**config.mk**
```make
export PLATFORM = sky130hd
export DESIGN_NAME = midi_message_assembler
export DESIGN_NICKNAME = d
export VERILOG_FILES = /design/src/rtl/midi_message_assembler_pkg.sv /design/src/rtl/midi_message_assembler_slot.sv /design/src/rtl/midi_message_assembler.sv
export SDC_FILE = /design/constraint.sdc
export NUM_CORES = 1
export LEC_CHECK = 0
export ABC_AREA = 1
export BUFFER_PORTS_ARGS = -buffer_cell sky130_fd_sc_hd__buf_2
export CAP_MARGIN = 20
export CORE_MARGIN = 2
export CORE_UTILIZATION = 40
export CTS_CLUSTER_DIAMETER = 200
export CTS_CLUSTER_SIZE = 25
export DETAILED_ROUTE_END_ITERATION = 7
export SLEW_MARGIN = 20
export SYNTH_ARGS = -nofsm -noshare
export SYNTH_HDL_FRONTEND = slang
export SYNTH_SLANG_ARGS = --single-unit
```
**constraint.sdc**
```tcl
create_clock -name clk -period 1.9 [get_ports clk]
set_input_delay 0.095 -clock clk [delete_from_list [all_inputs] [get_ports clk]]
set_output_delay 0.095 -clock clk [all_outputs]
set_load 0.01 [all_outputs]
```
**src/rtl/midi_message_assembler_pkg.sv**
```systemverilog
// Shared MIDI types and helpers for the message assembler.
//   message_type_t : supported channel-voice status nibbles
//   message_t      : {message_type, data_byte1, data_byte2}, 18 bits
//   asm_state_t    : assembler FSM states
//   is_supported() : status nibble is one the assembler builds messages for
//   data_len()     : number of data bytes a message type carries
package midi_message_assembler_pkg;

  localparam int unsigned BYTE_WIDTH    = 8;
  localparam int unsigned CHANNEL_WIDTH = 4;
  localparam int unsigned DATA_WIDTH    = 7;

  // 0xF8-0xFF are real-time bytes and never disturb message assembly.
  localparam logic [BYTE_WIDTH-1:0] REALTIME_MIN = 8'hF8;

  typedef enum logic {
    DATA   = 1'b0,
    STATUS = 1'b1
  } byte_type_t;

  typedef enum logic [3:0] {
    NOTE_OFF       = 4'h8,
    NOTE_ON        = 4'h9,
    CONTROL_CHANGE = 4'hB,
    PROGRAM_CHANGE = 4'hC
  } message_type_t;

  typedef struct packed {
    message_type_t         message_type;
    logic [DATA_WIDTH-1:0] data_byte1;
    logic [DATA_WIDTH-1:0] data_byte2;
  } message_t;

  typedef enum logic [1:0] {
    IDLE,
    WAIT_D1,
    WAIT_D2
  } asm_state_t;

  function automatic logic is_supported(message_type_t t);
    case (t)
      NOTE_OFF, NOTE_ON, CONTROL_CHANGE, PROGRAM_CHANGE: return 1'b1;
      default:                                           return 1'b0;
    endcase
  endfunction

  function automatic logic [1:0] data_len(message_type_t t);
    return (t == PROGRAM_CHANGE) ? 2'd1 : 2'd2;
  endfunction

endpackage

```
**src/rtl/midi_message_assembler_slot.sv**
```systemverilog
// One-entry valid/ready holding register for finished MIDI messages.
//   load/load_msg/load_channel : a completed message to store
//   msg_ready                  : consumer accepts when msg_valid && msg_ready
//   msg_valid/msg/msg_channel  : held message, stable until accepted
//   overflow                   : 1-cycle pulse when a load finds the slot full
module midi_msg_slot
  import midi_message_assembler_pkg::*;
(
  input  logic                     clk,
  input  logic                     rst_n,
  input  logic                     load,
  input  message_t                 load_msg,
  input  logic [CHANNEL_WIDTH-1:0] load_channel,
  input  logic                     msg_ready,
  output logic                     msg_valid,
  output message_t                 msg,
  output logic [CHANNEL_WIDTH-1:0] msg_channel,
  output logic                     overflow
);

  logic                     valid_q, valid_d;
  message_t                 msg_q, msg_d;
  logic [CHANNEL_WIDTH-1:0] chan_q, chan_d;
  logic                     overflow_q, overflow_d;
  logic                     accept;

  assign accept = valid_q && msg_ready;

  always_comb begin
    valid_d    = valid_q;
    msg_d      = msg_q;
    chan_d     = chan_q;
    overflow_d = 1'b0;
    if (load && (!valid_q || accept)) begin
      // Accept and reload in the same cycle keeps msg_valid high with no gap.
      valid_d = 1'b1;
      msg_d   = load_msg;
      chan_d  = load_channel;
    end else if (load) begin
      overflow_d = 1'b1;
    end else if (accept) begin
      valid_d = 1'b0;
    end
  end

  always_ff @(posedge clk) begin
    if (!rst_n) begin
      valid_q    <= 1'b0;
      msg_q      <= '0;
      chan_q     <= '0;
      overflow_q <= 1'b0;
    end else begin
      valid_q    <= valid_d;
      msg_q      <= msg_d;
      chan_q     <= chan_d;
      overflow_q <= overflow_d;
    end
  end

  assign msg_valid   = valid_q;
  assign msg         = msg_q;
  assign msg_channel = chan_q;
  assign overflow    = overflow_q;

endmodule

```
**src/rtl/midi_message_assembler.sv**
```systemverilog
// Assembles received MIDI bytes into complete channel-voice messages.
//   byte_valid/byte_data : received byte, 1-cycle pulse, no backpressure
//   msg_valid/msg_ready  : output handshake for msg and msg_channel
//   overflow             : pulse when a completed message is dropped (slot full)
// Handles running status, ignores real-time bytes, and drops unsupported or
// system status traffic. With OMNI=0 only messages on CHANNEL are delivered.
module midi_message_assembler
  import midi_message_assembler_pkg::*;
#(
  parameter bit                       OMNI    = 1'b1,
  parameter logic [CHANNEL_WIDTH-1:0] CHANNEL = 4'd0
) (
  input  logic                     clk,
  input  logic                     rst_n,
  input  logic                     byte_valid,
  input  logic [BYTE_WIDTH-1:0]    byte_data,
  output logic                     msg_valid,
  input  logic                     msg_ready,
  output message_t                 msg,
  output logic [CHANNEL_WIDTH-1:0] msg_channel,
  output logic                     overflow
);

  asm_state_t               state_q, state_d;
  message_type_t            type_q, type_d;
  logic [CHANNEL_WIDTH-1:0] chan_q, chan_d;
  logic [DATA_WIDTH-1:0]    d1_q, d1_d;

  byte_type_t    byte_class;
  logic          is_realtime;
  message_type_t status_type;
  logic          complete;
  message_t      complete_msg;
  logic          chan_match;

  assign byte_class  = byte_type_t'(byte_data[7]);
  assign is_realtime = (byte_data >= REALTIME_MIN);
  assign status_type = message_type_t'(byte_data[7:4]);

  always_ff @(posedge clk) begin
    if (!rst_n) begin
      state_q <= IDLE;
      type_q  <= NOTE_OFF;
      chan_q  <= '0;
      d1_q    <= '0;
    end else begin
      state_q <= state_d;
      type_q  <= type_d;
      chan_q  <= chan_d;
      d1_q    <= d1_d;
    end
  end

  always_comb begin
    state_d = state_q;
    type_d  = type_q;
    chan_d  = chan_q;
    d1_d    = d1_q;
    if (byte_valid && !is_realtime) begin
      if (byte_class == STATUS) begin
        if (is_supported(status_type)) begin
          state_d = WAIT_D1;
          type_d  = status_type;
          chan_d  = byte_data[3:0];
        end else begin
          // System or unsupported status kills running status.
          state_d = IDLE;
        end
      end else begin
        unique case (state_q)
          IDLE: ;
          WAIT_D1: begin
            d1_d = byte_data[6:0];
            if (data_len(type_q) == 2'd2) state_d = WAIT_D2;
          end
          WAIT_D2: state_d = WAIT_D1;
          default: state_d = IDLE;
        endcase
      end
    end
  end

  always_comb begin
    complete     = 1'b0;
    complete_msg = '0;
    if (byte_valid && byte_class == DATA) begin
      unique case (state_q)
        WAIT_D1: begin
          if (data_len(type_q) == 2'd1) begin
            complete                = 1'b1;
            complete_msg.message_type = type_q;
            complete_msg.data_byte1 = byte_data[6:0];
            complete_msg.data_byte2 = '0;
          end
        end
        WAIT_D2: begin
          complete                  = 1'b1;
          complete_msg.message_type = type_q;
          complete_msg.data_byte1   = d1_q;
          complete_msg.data_byte2   = byte_data[6:0];
        end
        default: ;
      endcase
    end
  end

  // Off-channel messages are assembled normally but never reach the slot.
  assign chan_match = OMNI || (chan_q == CHANNEL);

  midi_msg_slot u_slot (
    .clk          (clk),
    .rst_n        (rst_n),
    .load         (complete && chan_match),
    .load_msg     (complete_msg),
    .load_channel (chan_q),
    .msg_ready    (msg_ready),
    .msg_valid    (msg_valid),
    .msg          (msg),
    .msg_channel  (msg_channel),
    .overflow     (overflow)
  );

endmodule
```
==> results of run 1 <==
[layout by cell type (no fill, tap or decap), drive strengths merged]
cell	instances
nand2	70
inv	42
dfxtp	40
nor2	40
buf	38
a21oi	27
nand3	16
o21ai	13
clkbuf	7
ha	5
o22ai	2
clkinv	1
o21a	1
nor3	1
bufinv	1
[worst max path at each step]
stage,end,from
after detailed placement,u_slot.msg[8],state_q[0]
after floorplan,u_slot.msg[16],state_q[0]
final,u_slot.msg[8],state_q[0]
after CTS,u_slot.msg[8],state_q[0]
after global routing,u_slot.msg[4],state_q[0]
after global placement,u_slot.msg[10],state_q[0]
[critical path, stage by stage, from the launching register on]
cell and delay (ns):
sky130_fd_sc_hd__dfxtp_1 0.38, sky130_fd_sc_hd__inv_1 0.09, sky130_fd_sc_hd__ha_1 0.41, sky130_fd_sc_hd__inv_1 0.08, sky130_fd_sc_hd__nor2_2 0.17, sky130_fd_sc_hd__nand3_4 0.09, sky130_fd_sc_hd__buf_12 0.18, sky130_fd_sc_hd__nor2_1 0.13
sky130_fd_sc_hd__nor2_1 0.06
[registers in the layout (all words and copies together) (netlist names)]
signal              flops
chan_q                  4
d1_q                    7
state_q                 2
type_q                  3
u_slot.msg             18
u_slot.msg_channel      4
u_slot.msg_valid        1
u_slot.overflow         1
[metal layers]
layer	wire, um	up-vias	global-route usage [%]	part of all wire (%)
li1	-	889	-	-
met1	1950	707	23.3	48
met2	1770	48	28.5	43
met3	283	9	4.78	6.9
met4	89	0	6.71	2.2
met5	0	-	0	0
[power by group through the flow]
stage | clock [mW] | combinational (mW) | sequential [mW]
2_1_floorplan | 0 | 0.0916 | 0.885
3_3_place_gp | 0 | 0.146 | 0.884
3_5_place_dp | 0 | 0.147 | 0.884
4_1_cts | 0.775 | 0.148 | 0.864
5_1_grt | 0.807 | 0.169 | 0.866
6_report | 0.755 | 0.146 | 0.864
[cell families after synthesis]
family / after synthesis / synth area share, %
compound gates: 43 / 12.0
fa+ha+maj: 5 / 3.40
buf+inv: 53 / 12.4
flops: 40 / 43.5
simple gates: 127 / 28.7
[area by class of cell]
type,count,area [um2],area share (%)
Clock buffer,7,96.3,4.43
Clock inverter,1,30.0,1.38
Inverter,43,161,7.42
Multi-Input combinational cell,175,811,37.3
Sequential cell,40,801,36.8
Tap cell,52,65.1,2.99
Timing Repair Buffer,38,210,9.67
==> insert_results.sql, run 1 <==
INSERT INTO impl_metrics (metric_group, metric, value, unit) VALUES
('cells_and_area', 'syn_to_final_growth', '18.2', '%'),
('cells_and_area', 'utilization', '49.6', '%'),
('clocking', 'clk_pin_slew_worst_paths', '0.08', 'ns'),
('global_route', 'vias_in_the_first_global_route', '1568', ''),
('sta', 'skew', '0.00222', 'ns'),
('sta', 'least_margin_pin_slew', '0.492', 'ns'),
('worst_setup_path', 'worstPathMaxFanout', '41', ''),
('pwr', 'switchingPower', '400', 'uW'),
('global_route', 'grt.total_usage', '17.9', '%'),
('worst_setup_path', 'setup.reg_to_reg.worst_slack', '0.19', 'ns'),
('worst_setup_path', 'cp-start-kind', 'flip-flop', ''),
('synth', 'synthDominantAreaCellType', 'sky130_fd_sc_hd__dfxtp_1', ''),
('drt', 'drt_drc_violations_left', '0', ''),
('pwr', 'power.share.sequential', '49.0', '%'),
('global_route', 'grt_overflow', '0', ''),
('sta', 'timing.max_slew.rel_slack', '67.1', '%'),
('cells_and_area', 'antennaDiodeCount', '0', ''),
('clocking', 'cts-htree-levels', '2', ''),
('synth', 'synth.net_count', '285', ''),
('hold_path', 'worstHoldPathCells', '3', ''),
('clocking', 'clock-root-buffer', 'sky130_fd_sc_hd__clkbuf_8', ''),
('worst_setup_path', 'cp-end-kind', 'flip-flop', ''),
('placement', 'portBuffers', '35', ''),
('synth', 'unique_cell_type_count_in_the_yosys_netlist', '21', ''),
('pwr', 'power.combinational.fraction', '8.3', '%'),
('synth', 'ys_seq_elements', '40', ''),
('synth', 'netlist_top_cells_area', 'sky130_fd_sc_hd__dfxtp_1 44%, sky130_fd_sc_hd__nand2_1 14%, sky130_fd_sc_hd__inv_1 8.4%', ''),
('drt', 'drt-initial-drc-count', '85', ''),
('hold_path', 'worst_hold_startpoint', 'byte_data[1]', ''),
('run_status', 'run_status', 'complete, no violations', ''),
('synth', 'synth-main-ff-cell', 'sky130_fd_sc_hd__dfxtp_1', ''),
('drt', 'antenna_violating_nets_post_route', '0', ''),
('synth', 'postSynthAreaPerCell', '6.86', 'um2'),
('sta', 'holdWs', '0.106', 'ns'),
('global_route', 'global_route_wire_length_before_repair', '7.18', 'mm'),
('worst_setup_path', 'rr_startpoint', 'state_q[0]', ''),
('hold_path', 'worst_hold_path_type', 'input port to flip-flop', ''),
('worst_setup_path', 'critical_path_class', 'flip-flop to flip-flop', ''),
('synth', 'synthTopCellsByCount', '68 x sky130_fd_sc_hd__nand2_1, 41 x sky130_fd_sc_hd__inv_1, 40 x sky130_fd_sc_hd__dfxtp_1, 37 x sky130_fd_sc_hd__nor2_1, 27 x sky130_fd_sc_hd__a21oi_1', ''),
('floorplanning', 'placementRows', '24', ''),
('clocking', 'cts.repair.resized', '0', ''),
('floorplanning', 'ioPinCount', '36', ''),
('pwr', 'proportion_of_power_drawn_by_the_clock_network', '42.8', '%'),
('pwr', 'peakVddDrop', '337', 'uV'),
('clocking', 'cts_inserted_buffers', '5', ''),
('cells_and_area', 'fin_nets', '320', ''),
('synth', 'yosysMostFrequentCell', 'sky130_fd_sc_hd__nand2_1', ''),
('drt', 'detail_route.vias_per_cell', '4.64', ''),
('placement', 'placedCellCount', '348', ''),
('synth', 'mappedNetlistArea', '1840', 'um2'),
('sta', 'fmax', '585', 'MHz'),
('pwr', 'finalPower', '1.77', 'mW'),
('sta', 'finalWorstSetupSlack', '0.192', 'ns'),
('clocking', 'cts_tree', 'built', ''),
('clocking', 'postCtsSetupBuffers', '0', ''),
('sta', 'final_worst_path_period_share', '89.9', '%'),
('sta', 'final_hold_viol_count', '0', ''),
('floorplanning', 'design.die.area', '5160', 'um2'),
('synth', 'synth_edf_count', '0', ''),
('pwr', 'static-leakage-power', '1.11', 'nW'),
('floorplanning', 'start_util', '42.0', '%'),
('placement', 'hpwlAfterDp', '2.95', 'mm'),
('clocking', 'ctsLongestPathBuffers', '2', ''),
('drt', 'wl_per_cell', '11.5', 'um'),
('sta', 'report.final.setup_viol', '0', ''),
('synth', 'synth_top_area_share', '43.5', '%'),
('placement', 'placed_cell_area', '2050', 'um2'),
('floorplanning', 'dieHeight', '71.8', 'um'),
('drt', 'drt-pass1-iter-count', '4', ''),
('clocking', 'ctsHoldBuffers', '0', ''),
('worst_setup_path', 'reg2regPathDepth', '8', '');
Note: power is estimated with default switching activity, not from simulation.
==> run 2: changes to the inputs <==
- BUFFER_PORTS_ARGS: -buffer_cell sky130_fd_sc_hd__buf_2 -> -buffer_cell sky130_fd_sc_hd__clkbuf_2
==> run 2 against run 1 <==
Against the previous run:
- clock power decreased by 8.7%
- clock skew up 0.0030 ns
- sequential share of layout area increased by 0.26 points
- critical path depth unchanged
- routed wire length about the same
- power shrank 3.7%
- core utilization decreased by 0.34 points
- combinational power is essentially flat
- first-iteration DRC count rose by 13%
- register-to-register slack got worse by 0.03 ns
- die area unchanged
- design area down 0.69%
==> insert_results.sql, run 2 (synthesized netlist as in run 1, its figures left out) <==
INSERT INTO impl_metrics (metric_group, metric, value, unit) VALUES
('run', 'cap_violations', '0', ''),
('cells_and_area', 'syn_to_final_growth', '17.4', '%'),
('sta', 'min_period', '1.74', 'ns'),
('sta', 'final_hold_viol_count', '0', ''),
('worst_setup_path', 'critPathTopFamily', 'adder cells', ''),
('global_route', 'grtUsageMet1', '23.8', '%'),
('sta', 'holdWs', '0.107', 'ns'),
('floorplanning', 'die-width', '71.8', 'um'),
('drt', 'dr_total_vias', '1632', ''),
('clocking', 'cts_inserted_buffers', '5', ''),
('pwr', 'static-leakage-power', '1.08', 'nW'),
('global_route', 'initial_antenna_violation_count', '0', ''),
('floorplanning', 'placementRows', '24', ''),
('global_route', 'grtUsageMet2', '28.9', '%'),
('global_route', 'busiest_layer', 'met2', ''),
('cells_and_area', 'largest_register_ff_count', '18', ''),
('floorplanning', 'start_util', '42.0', '%'),
('placement', 'placed_cell_area', '2050', 'um2'),
('worst_setup_path', 'cp-start-kind', 'flip-flop', ''),
('floorplanning', 'ioPinCount', '36', ''),
('worst_setup_path', 'cpMostUsedCell', 'sky130_fd_sc_hd__inv_1', ''),
('drt', 'detail_route.vias_per_cell', '4.58', ''),
('pwr', 'power_density', '788', 'nW/um2'),
('pwr', 'peakVddDrop', '292', 'uV'),
('global_route', 'global_route_wire_length_before_repair', '7.15', 'mm'),
('clocking', 'cts_tree', 'built', ''),
('worst_setup_path', 'cp-end-kind', 'flip-flop', ''),
('cells_and_area', 'antennaDiodeCount', '0', ''),
('cells_and_area', 'final_common_cell', 'sky130_fd_sc_hd__nand2_1', ''),
('clocking', 'cts.repair.resized', '0', ''),
('cells_and_area', 'fillers', '460', ''),
('placement', 'placement.setup.worst_slack', '0.181', 'ns'),
('clocking', 'postCtsSetupBuffers', '0', ''),
('worst_setup_path', 'cp-startpoint', 'state_q[0]', ''),
('worst_setup_path', 'crit_chain', 'inv_1 -> ha_1 -> inv_1 -> nor2_2 -> nand3_4 -> buf_12 -> o21ai_1 -> nor2_1', ''),
('drt', 'routed_wl', '4.09', 'mm'),
('global_route', 'grt.total_usage', '17.9', '%'),
('sta', 'timing.max_slew.rel_slack', '68.4', '%'),
('placement', 'hpwlAfterDp', '2.88', 'mm'),
('run_status', 'run_status', 'complete, no violations', ''),
('global_route', 'grt_overflow', '0', ''),
('worst_setup_path', 'reg2regPathDepth', '8', ''),
('sta', 'unrepaired_setup_endpoints_after_global_routing', 'no', ''),
('drt', 'drt-initial-drc-count', '96', ''),
('placement', 'final_weighted_congestion_in_routability_driven_placement', '0.837', ''),
('clocking', 'clock-root-buffer', 'sky130_fd_sc_hd__clkbuf_8', ''),
('hold_path', 'worst_hold_path_type', 'input port to flip-flop', ''),
('sta', 'finalWorstSetupSlack', '0.160', 'ns'),
('sta', 'slew_viol_final', '0', ''),
('floorplanning', 'coreArea', '4380', 'um2'),
('floorplanning', 'design.die.area', '5160', 'um2'),
('worst_setup_path', 'cp_data_required_time', '2.09', 'ns'),
('sta', 'final_worst_path_period_share', '91.6', '%'),
('clocking', 'cts-htree-levels', '2', ''),
('worst_setup_path', 'critical-path-max-stage-delay', '0.42', 'ns'),
('clocking', 'clock_latency_reported_for_the_late_side_of_the_worst_skew_pair', '0.30', 'ns'),
('clocking', 'clock_sink_count', '40', ''),
('hold_path', 'worstHoldPathCells', '3', ''),
('pwr', 'finalPower', '1.70', 'mW'),
('drt', 'drt_drc_violations_left', '0', ''),
('global_route', 'grt_max_degree', '42', ''),
('worst_setup_path', 'critical_path_class', 'flip-flop to flip-flop', ''),
('drt', 'drt-pass1-iter-count', '5', ''),
('clocking', 'ctsHoldBuffers', '0', ''),
('clocking', 'ctsLongestPathBuffers', '2', ''),
('worst_setup_path', 'arrival', '1.93', 'ns'),
('cells_and_area', 'layout-drive-gt1-share', '17.4', '%'),
('sta', 'fmax', '575', 'MHz'),
('hold_path', 'worst_hold_startpoint', 'byte_data[0]', ''),
('drt', 'wl_per_cell', '11.5', 'um'),
('sta', 'skew', '0.00523', 'ns'),
('placement', 'portBuffers', '35', ''),
('drt', 'antenna_violating_nets_post_route', '0', ''),
('worst_setup_path', 'cp_slowest_cell', 'sky130_fd_sc_hd__ha_1', ''),
('clocking', 'clk_pin_slew_worst_paths', '0.08', 'ns'),
('sta', 'final_sum_of_negative_setup_slack', '0', 'ns'),
('cells_and_area', 'fin_nets', '320', ''),
('global_route', 'vias_in_the_first_global_route', '1560', ''),
('global_route', 'grtUsageMet3', '4.22', '%'),
('worst_setup_path', 'critical_path_buf_inv_count', '3', ''),
('worst_setup_path', 'rr_startpoint', 'state_q[0]', ''),
('cells_and_area', 'layout_common_cells', '68 x sky130_fd_sc_hd__nand2_1, 41 x sky130_fd_sc_hd__inv_1, 40 x sky130_fd_sc_hd__dfxtp_1', ''),
('sta', 'report.final.setup_viol', '0', ''),
('worst_setup_path', 'worstPathMaxFanout', '41', ''),
('sta', 'least_margin_pin_slew', '0.473', 'ns'),
('floorplanning', 'dieHeight', '71.8', 'um'),
('worst_setup_path', 'cp.depth', '8', ''),
('cells_and_area', 'fin_area', '2160', 'um2');
[run 2: cell types whose count changed in the layout (fill, tap and decap cells not counted)]
cell | before | now
sky130_fd_sc_hd__buf_2 | 35 | 0
sky130_fd_sc_hd__clkbuf_2 | 0 | 35
sky130_fd_sc_hd__clkbuf_8 | 7 | 5
sky130_fd_sc_hd__clkinvlp_4 | 0 | 1
sky130_fd_sc_hd__clkinv_2 | 0 | 1
[run 2: per-stage QoR]
stage | std cells | util (%)
after global placement | 348 | 46.7
after detailed placement | 348 | 46.7
final | 356 | 49.3
after CTS | 356 | 49.3
after global routing | 356 | 49.3
after floorplan | 268 | -
[run 2: per-layer routing]
layer	vias to the layer above	part of all wire [%]
met3	6	4.8
met2	37	45
met1	699	48
met4	0	1.4
met5	-	0
li1	890	-
[run 2: worst reg2reg max path, delay by kind of cell, from the launching register on]
family / cells / cell delay, ns
adder cells (fa/ha/maj): 1 / 0.42
flip-flops: 1 / 0.38
buffers and inverters: 3 / 0.34
AND/OR/NAND/NOR: 3 / 0.31
AO/OA/AOI/OAI: 1 / 0.17
[run 2: final cells by class]
| class | count | area (um2) | area share (%) |
|---|---|---|---|
| Sequential cell | 40 | 801 | 37.1 |
| Inverter | 43 | 161 | 7.47 |
| Timing Repair Buffer | 38 | 210 | 9.73 |
| Clock inverter | 3 | 42.5 | 1.97 |
| Multi-Input combinational cell | 175 | 811 | 37.5 |
| Tap cell | 52 | 65.1 | 3.01 |
| Clock buffer | 5 | 68.8 | 3.19 |
[run 2: worst paths after layout]
| path | end | slack [ns] |
|---|---|---|
| max | u_slot.msg[0] | 0.16 |
| min | chan_q[0] | 0.11 |
| max reg2reg | u_slot.msg[0] | 0.16 |
| min reg2reg | d1_q[1] | 0.46 |
[run 2: power breakdown]
part / total, mW / switching [mW] / internal [mW]
Combinational: 0.147 / 0.0998 / 0.0470
Sequential: 0.865 / 0.0101 / 0.855
Clock: 0.689 / 0.301 / 0.388
Total: 1.70 / 0.411 / 1.29
==> run 3: changes to the inputs <==
- CTS_BUF_LIST: default -> sky130_fd_sc_hd__clkbuf_4
==> run 3 against run 2 <==
Against the previous run:
- register-to-register slack gained 0.04 ns
- via count grew 0.49%
- final cell count is the same
- critical endpoint is now u_slot.msg[2]
- largest power group unchanged
==> insert_results.sql, run 3 (synthesized netlist as in run 1, its figures left out) <==
INSERT INTO impl_metrics (metric_group, metric, value, unit) VALUES
('worst_setup_path', 'cp.depth', '8', ''),
('drt', 'drt_drc_violations_left', '0', ''),
('worst_setup_path', 'cp-start-kind', 'flip-flop', ''),
('worst_setup_path', 'cpMostUsedCell', 'sky130_fd_sc_hd__inv_1', ''),
('worst_setup_path', 'critical_path_buf_inv_count', '3', ''),
('sta', 'min_period', '1.70', 'ns'),
('drt', 'routed_wl', '4.06', 'mm'),
('worst_setup_path', 'cp_slowest_cell', 'sky130_fd_sc_hd__dfxtp_1', ''),
('sta', 'skew', '0.00592', 'ns'),
('cells_and_area', 'fin_nets', '320', ''),
('sta', 'final_worst_path_period_share', '89.6', '%'),
('drt', 'wl_per_cell', '11.4', 'um'),
('floorplanning', 'design.die.area', '5160', 'um2'),
('worst_setup_path', 'worstPathMaxFanout', '41', ''),
('worst_setup_path', 'reg2regPathDepth', '8', ''),
('cells_and_area', 'antennaDiodeCount', '0', ''),
('sta', 'least_margin_pin_slew', '0.478', 'ns'),
('floorplanning', 'coreArea', '4380', 'um2'),
('sta', 'fmax', '588', 'MHz'),
('global_route', 'grtUsageMet1', '23.9', '%'),
('cells_and_area', 'largest_register_ff_count', '18', ''),
('floorplanning', 'placementRows', '24', ''),
('hold_path', 'worst_hold_path_type', 'input port to flip-flop', ''),
('clocking', 'clock_latency_reported_for_the_late_side_of_the_worst_skew_pair', '0.35', 'ns'),
('drt', 'detail_route.vias_per_cell', '4.61', ''),
('worst_setup_path', 'cp_data_required_time', '2.15', 'ns'),
('global_route', 'vias_in_the_first_global_route', '1543', ''),
('sta', 'holdWs', '0.0410', 'ns'),
('cells_and_area', 'layout-drive-gt1-share', '17.8', '%'),
('hold_path', 'worstHoldPathCells', '3', ''),
('clocking', 'clock-root-buffer', 'sky130_fd_sc_hd__clkbuf_4', ''),
('worst_setup_path', 'critical-path-max-stage-delay', '0.40', 'ns'),
('pwr', 'finalPower', '1.57', 'mW'),
('global_route', 'grt_max_degree', '42', ''),
('cells_and_area', 'layout_common_cells', '68 x sky130_fd_sc_hd__nand2_1, 41 x sky130_fd_sc_hd__inv_1, 40 x sky130_fd_sc_hd__dfxtp_1', ''),
('sta', 'final_hold_viol_count', '0', ''),
('floorplanning', 'die-width', '71.8', 'um'),
('global_route', 'global_route_wire_length_before_repair', '7.09', 'mm'),
('placement', 'hpwlAfterDp', '2.88', 'mm'),
('pwr', 'peakVddDrop', '268', 'uV'),
('worst_setup_path', 'cp-end-kind', 'flip-flop', ''),
('worst_setup_path', 'critPathTopFamily', 'flip-flops', ''),
('worst_setup_path', 'critical_path_class', 'flip-flop to flip-flop', ''),
('sta', 'unrepaired_setup_endpoints_after_global_routing', 'no', ''),
('sta', 'slew_viol_final', '0', ''),
('global_route', 'grtUsageMet3', '4.22', '%'),
('global_route', 'grt.total_usage', '17.7', '%'),
('cells_and_area', 'syn_to_final_growth', '15.9', '%'),
('worst_setup_path', 'crit_chain', 'inv_1 -> ha_2 -> inv_1 -> nor2_2 -> nand3_4 -> buf_12 -> a21oi_1 -> nor2_1', ''),
('clocking', 'clk_pin_slew_worst_paths', '0.12', 'ns'),
('sta', 'report.final.setup_viol', '0', ''),
('global_route', 'initial_antenna_violation_count', '0', ''),
('placement', 'final_weighted_congestion_in_routability_driven_placement', '0.837', ''),
('worst_setup_path', 'arrival', '1.96', 'ns'),
('clocking', 'cts-htree-levels', '2', ''),
('run_status', 'run_status', 'complete, no violations', ''),
('drt', 'drt-pass1-iter-count', '5', ''),
('sta', 'final_sum_of_negative_setup_slack', '0', 'ns'),
('clocking', 'postCtsSetupBuffers', '0', ''),
('clocking', 'clock_sink_count', '40', ''),
('sta', 'timing.max_slew.rel_slack', '68.0', '%'),
('drt', 'antenna_violating_nets_post_route', '0', ''),
('drt', 'dr_total_vias', '1640', ''),
('global_route', 'grtUsageMet2', '28.4', '%'),
('drt', 'drt-initial-drc-count', '83', ''),
('clocking', 'cts_tree', 'built', ''),
('clocking', 'ctsLongestPathBuffers', '2', ''),
('floorplanning', 'ioPinCount', '36', ''),
('cells_and_area', 'fillers', '463', ''),
('global_route', 'busiest_layer', 'met2', ''),
('pwr', 'power_density', '739', 'nW/um2'),
('cells_and_area', 'final_common_cell', 'sky130_fd_sc_hd__nand2_1', ''),
('pwr', 'static-leakage-power', '1.06', 'nW'),
('cells_and_area', 'utilization', '48.6', '%'),
('floorplanning', 'start_util', '42.0', '%'),
('clocking', 'cts_inserted_buffers', '5', ''),
('global_route', 'grt_overflow', '0', ''),
('floorplanning', 'dieHeight', '71.8', 'um'),
('clocking', 'ctsHoldBuffers', '0', ''),
('run', 'cap_violations', '0', ''),
('placement', 'portBuffers', '35', '');
[run 3: cell counts in the layout (fill, tap and decap cells not counted)]
No cell type changed its count.
[run 3: repair_timing]
action                                  CTS  global route
resized for setup                         0             1
endpoints found under the setup margin    0             3
hold endpoints to repair                  0             0
[run 3: path summary, 6_finish.rpt]
kind,endpoint,from,slack (ns)
max,u_slot.msg[2],state_q[0],0.20
min,chan_q[0],byte_data[0],0.04
max reg2reg,u_slot.msg[2],state_q[0],0.20
min reg2reg,d1_q[1],d1_q[1],0.46
[run 3: through the flow]
step                      instance area [um2]  worst slack, ns  instances
after global routing                     2130           0.0370        356
after floorplan                          1840            0.358        268
after CTS                                2130            0.158        356
after global placement                   2050            0.264        348
after detailed placement                 2050            0.181        348
final                                    2130            0.198        356
[run 3: metal layers]
layer / vias to the layer above / share of wire, % / routed length (um)
met1: 702 / 47 / 1900
met3: 4 / 6.6 / 267
li1: 889 / - / -
met4: 0 / 0.91 / 37
met5: - / 0 / 0
met2: 45 / 46 / 1850
[run 3: layout make-up]
class	instances	area (um2)	share of cell area, %
inverters	43	161	7.57
clock buffers	5	37.5	1.76
clock inverters	3	42.5	2.00
flip-flops and latches	40	801	37.6
repair buffers	38	210	9.86
well taps	52	65.1	3.05
multi-input cells	175	813	38.2
[run 3: power by group]
part | internal, mW | leakage [nW] | switching, mW
clock | 0.274 | 0.0412 | 0.288
combinational | 0.0479 | 0.698 | 0.0990
sequential | 0.855 | 0.323 | 0.0101
[run 3: worst reg2reg max path, stage by stage, from the launching register on]
cell,delay [ns]
sky130_fd_sc_hd__dfxtp_1,0.40
sky130_fd_sc_hd__inv_1,0.09
sky130_fd_sc_hd__ha_2,0.40
sky130_fd_sc_hd__inv_1,0.07
sky130_fd_sc_hd__nor2_2,0.17
sky130_fd_sc_hd__nand3_4,0.09
sky130_fd_sc_hd__buf_12,0.18
sky130_fd_sc_hd__a21oi_1,0.16
sky130_fd_sc_hd__nor2_1,0.05
